$ cat config.mk
export PLATFORM = sky130hd
export DESIGN_NAME = e203_itcm_dump
export DESIGN_NICKNAME = d
export VERILOG_FILES = /design/src/rtl/e203_itcm_dump.sv
export SDC_FILE = /design/constraint.sdc
export NUM_CORES = 1
export LEC_CHECK = 0
export BUFFER_PORTS_ARGS = -buffer_cell sky130_fd_sc_hd__buf_2
export CORE_AREA = 2 2 110 112
export DETAILED_ROUTE_END_ITERATION = 8
export DIE_AREA = 0 0 112 114
export PLACE_DENSITY_LB_ADDON = 0.05
export SLEW_MARGIN = 5
export SYNTH_ARGS = -nofsm -noshare
export SYNTH_HDL_FRONTEND = slang
export SYNTH_SLANG_ARGS = --single-unit
$ cat constraint.sdc
create_clock -name clk -period 3.7 [get_ports clk]
set_input_delay 0.37 -clock clk [delete_from_list [all_inputs] [get_ports clk]]
set_output_delay 0.37 -clock clk [all_outputs]
set_load 0.02 [all_outputs]
$ cat src/rtl/e203_itcm_dump.sv
// ITCM readback engine: reads a run of 64-bit ITCM words and streams them out
// as little-endian bytes (byte k of a word = bits [8k+7:8k]) over valid/ready.
module e203_itcm_dump #(
    parameter int AW = 13,
    parameter int DW = 64
) (
    input  logic          clk,
    input  logic          rst,
    input  logic          start,
    input  logic [AW-1:0] start_addr,
    input  logic [AW:0]   word_cnt,
    output logic          busy,
    output logic          done,
    output logic          ram_cs,
    output logic          ram_we,
    output logic [AW-1:0] ram_addr,
    input  logic [DW-1:0] ram_dout,
    output logic          byte_valid,
    output logic [7:0]    byte_data,
    output logic          byte_last,
    input  logic          byte_ready
);

    typedef enum logic [2:0] {
        S_IDLE,
        S_READ,
        S_LOAD,
        S_SEND,
        S_DONE
    } state_t;

    state_t        state_q, state_d;
    logic [AW-1:0] addr_q;
    logic [AW:0]   rem_q;
    logic [DW-1:0] shift_q;
    logic [2:0]    idx_q;
    logic          hs;

    assign hs = byte_valid & byte_ready;

    always_comb begin
        state_d = state_q;
        case (state_q)
            S_IDLE: begin
                if (start)
                    state_d = (word_cnt != '0) ? S_READ : S_DONE;
            end
            S_READ: state_d = S_LOAD;
            S_LOAD: state_d = S_SEND;
            S_SEND: begin
                if (hs && idx_q == 3'd7)
                    state_d = (rem_q != '0) ? S_READ : S_DONE;
            end
            S_DONE: state_d = S_IDLE;
            default: state_d = S_IDLE;
        endcase
    end

    assign busy       = (state_q == S_READ) || (state_q == S_LOAD) || (state_q == S_SEND);
    assign done       = (state_q == S_DONE);
    assign ram_cs     = (state_q == S_READ);
    assign ram_we     = 1'b0;
    assign ram_addr   = addr_q;
    assign byte_valid = (state_q == S_SEND);
    // Gate the data so the port reads zero whenever nothing is offered.
    assign byte_data  = byte_valid ? shift_q[7:0] : 8'h00;
    assign byte_last  = byte_valid && (idx_q == 3'd7) && (rem_q == '0);

    always_ff @(posedge clk) begin
        if (rst) begin
            state_q <= S_IDLE;
            addr_q  <= '0;
            rem_q   <= '0;
            shift_q <= '0;
            idx_q   <= '0;
        end else begin
            state_q <= state_d;
            case (state_q)
                S_IDLE: begin
                    if (start) begin
                        addr_q <= start_addr;
                        rem_q  <= word_cnt;
                    end
                end
                S_LOAD: begin
                    // ram_dout belongs to the READ issued in the previous cycle.
                    shift_q <= ram_dout;
                    idx_q   <= '0;
                    addr_q  <= addr_q + 1'b1;
                    rem_q   <= rem_q - 1'b1;
                end
                S_SEND: begin
                    if (hs) begin
                        shift_q <= shift_q >> 8;
                        idx_q   <= idx_q + 1'b1;
                    end
                end
                default: ;
            endcase
        end
    end

endmodule

==> flow_metrics.tcl <==
set metrics [dict create \
    fin_nets 777 \
    cts.clk_slew.worst_paths_ns 0.06 \
    postRouteAntennaNets 0 \
    top_usage_layer "met2" \
    wl_per_cell_um 15.1 \
    htree_levels 3 \
    antenna_found_initial 0 \
    fin_area_um2 5530 \
    synthArstFlopShare 0 \
    hold_path.class "in -> reg" \
    internal-power_uw 1830 \
    port-buffer-count 120 \
    avgSynthCellArea_um2 7.77 \
    crit_type "reg -> out" \
    synth_enable_flop_cells 0 \
    slew_violations 0 \
    postCtsSetupRepairBufs 0 \
    timing.critical_path.required_ns 3.33 \
    maxCapViolations 0 \
    fmax_ghz 0.404 \
    place_area_um2 5240 \
    dr.pass1.iters 4 \
    synth.top_cell.area_share 0.424 \
    dp_cells 813 \
    grt_pass1_vias 4095 \
    vias_per_cell 5.45 \
    ys_top_cells_by_area "dfxtp_1 42%, a311oi_1 12%, nand2_1 11%" \
    post-route-min-period_ns 2.48 \
    cts.repair.resized 0 \
    pwr-share-clk 0.358 \
    gp_congestion 0.825 \
    grtUsageTotal 0.194 \
    fill_cells 1221 \
    synth_flop_cell "dfxtp_1" \
    place_hpwl_um 8310 \
    synth_top_area_cell "dfxtp_1" \
    gr-usage-met2 0.286 \
    grt_use_met3 0.0372 \
    synth-seq-cells 97 \
    num_antenna_cells 0 \
    worstSetupStartpointType "flip-flop" \
    p_seq_frac 0.472 \
    die_x_um 112 \
    p_leak_uw 0.00220 \
    post-place-ws_ns 1.47 \
    io_pins 122 \
    slew_headroom 0.291 \
    cts-root-buf "clkbuf_16" \
    p_comb_frac 0.170 \
    ys_seq_area_frac 0.424 \
    timing.final.ws_setup_ns 1.22 \
    mappedNetlistNets 689 \
    die_area_um2 12800 \
    setup_tns_ns 0 \
    syn_inst 589 \
    switchingPower_uw 725 \
    rows 40 \
    gr-total-overflow 0 \
    regArea_um2 1940 \
    synth_most_common_cell "nand2_1" \
    switching_share 0.283 \
    worst_pin_slew_ns 1.06 \
    grt_pass1_wl_um 20300 \
    powerDensity_nw_per_um2 463 \
    cp.arrival_ns 2.11 \
    grt_setup_unrepaired "false" \
    setup_violations 0 \
    finalHoldViolCount 0 \
    worstSkewPairLatency_ns 0.34 \
    numCtsBuffers 9 \
    core_um2 11700 \
    drive_gt1_frac 0.213 \
    run_status "finished clean" \
    critPathMaxFanout 45 \
    cts_tree "yes" \
    cts_sinks 97 \
    finalNonFillerCells 828 \
    synthTopCellsByCount "130 x nand2_1, 97 x dfxtp_1, 84 x nor2_1" \
    cts_hold_buffers 0 \
    utilization 0.472 \
    dr.first_iter.drc_count 338 \
    ys_warn_count 0 \
    finalWirelength_um 12500 \
    route.detailed.drc 0 \
    syn-cell-area_um2 4580 \
    clockBufferDepth 2 \
    ir_worst_vdd_v 0.000218 \
    die_y_um 114 \
    gr-usage-met1 0.283 \
    area_growth_syn_to_layout_pct 20.7 \
    start_util 0.391 \
    period_share 0.669 \
    vias 4512 \
    end_kind "primary output" \
    multi_input_area_um2 2410 \
    grt_max_degree 113 \
    ys_types 47 \
    fin_skew_ns 0.00776 \
]
final cells by class:
class / instances / area share
Inverter: 11 / 0.00747
Tap cell: 147 / 0.0333
Timing Repair Buffer: 126 / 0.119
Clock buffer: 11 / 0.0421
Clock inverter: 4 / 0.00996
Multi-Input combinational cell: 432 / 0.437
Sequential cell: 97 / 0.351
power by group through the flow:
stage / clock [µW] / sequential [µW] / combinational [µW]
after CTS: 948 / 1210 / 438
final: 916 / 1210 / 436
after floorplan: 0 / 1220 / 293
after detailed placement: 0 / 1230 / 436
after global routing: 993 / 1220 / 491
after global placement: 0 / 1230 / 430
registers in the layout, indices dropped and copies added, names as in the netlist:
signal,flops
rem_q,14
shift_q,64
state_q,3
idx_q,3
ram_addr,13
metrics by stage:
step	power [µW]	hold slack, ns
3_5_place_dp	1670	0.469
3_3_place_gp	1660	0.462
2_1_floorplan	1510	0.455
4_1_cts	2590	0.259
6_report	2560	0.270
5_1_grt	2700	0.262
metal layers:
metal	up-vias	routed length, µm
met3	18	698
li1	2312	-
met1	2052	6140
met2	130	5430
met4	0	205
met5	-	0
placed cells by master (no fill, tap or decap), types with 8 or more instances in the layout:
master | synthesis | final
dfxtp_1 | 97 | 97
nand2_1 | 130 | 130
buf_2 | 7 | 120
o21ai_0 | 8 | 8
nor3_1 | 10 | 10
a311oi_1 | 61 | 61
a21oi_1 | 19 | 19
o211ai_1 | 8 | 8
inv_1 | 11 | 10
nor4_1 | 12 | 12
nand3_1 | 10 | 10
nor2_1 | 84 | 84
clkbuf_16 | 0 | 9
a22oi_1 | 11 | 11
and2_1 | 9 | 9
path summary, 6_finish.rpt:
path                              end  slack (ns)                      from  depth (start not counted)
min          shift_q[57]$_SDFFE_PP0P_        0.27              ram_dout[57]                          3
max                         byte_last        1.22   state_q[0]$_SDFFE_PP0P_                          5
min reg2reg  shift_q[27]$_SDFFE_PP0P_        0.47  shift_q[35]$_SDFFE_PP0P_                          2
max reg2reg  ram_addr[8]$_SDFFE_PP0P_        1.43   state_q[1]$_SDFFE_PP0P_                          4
worst max-delay path: stages (launching register included):
cell and delay, ns:
dfxtp_1 0.57, nand3b_1 0.17, inv_2 0.57, nand2_1 0.11, nor2_1 0.14, buf_2 0.19
cells by family after synthesis:
family / after synthesis / share of synthesized area
buf+inv: 60 / 0.0519
simple gates: 285 / 0.272
fa+ha+maj: 5 / 0.0137
xor+xnor: 1 / 0.00191
other cells: 1 / 0.000819
flops: 97 / 0.424
compound gates: 140 / 0.236
Power figures use the tool's default switching activity.
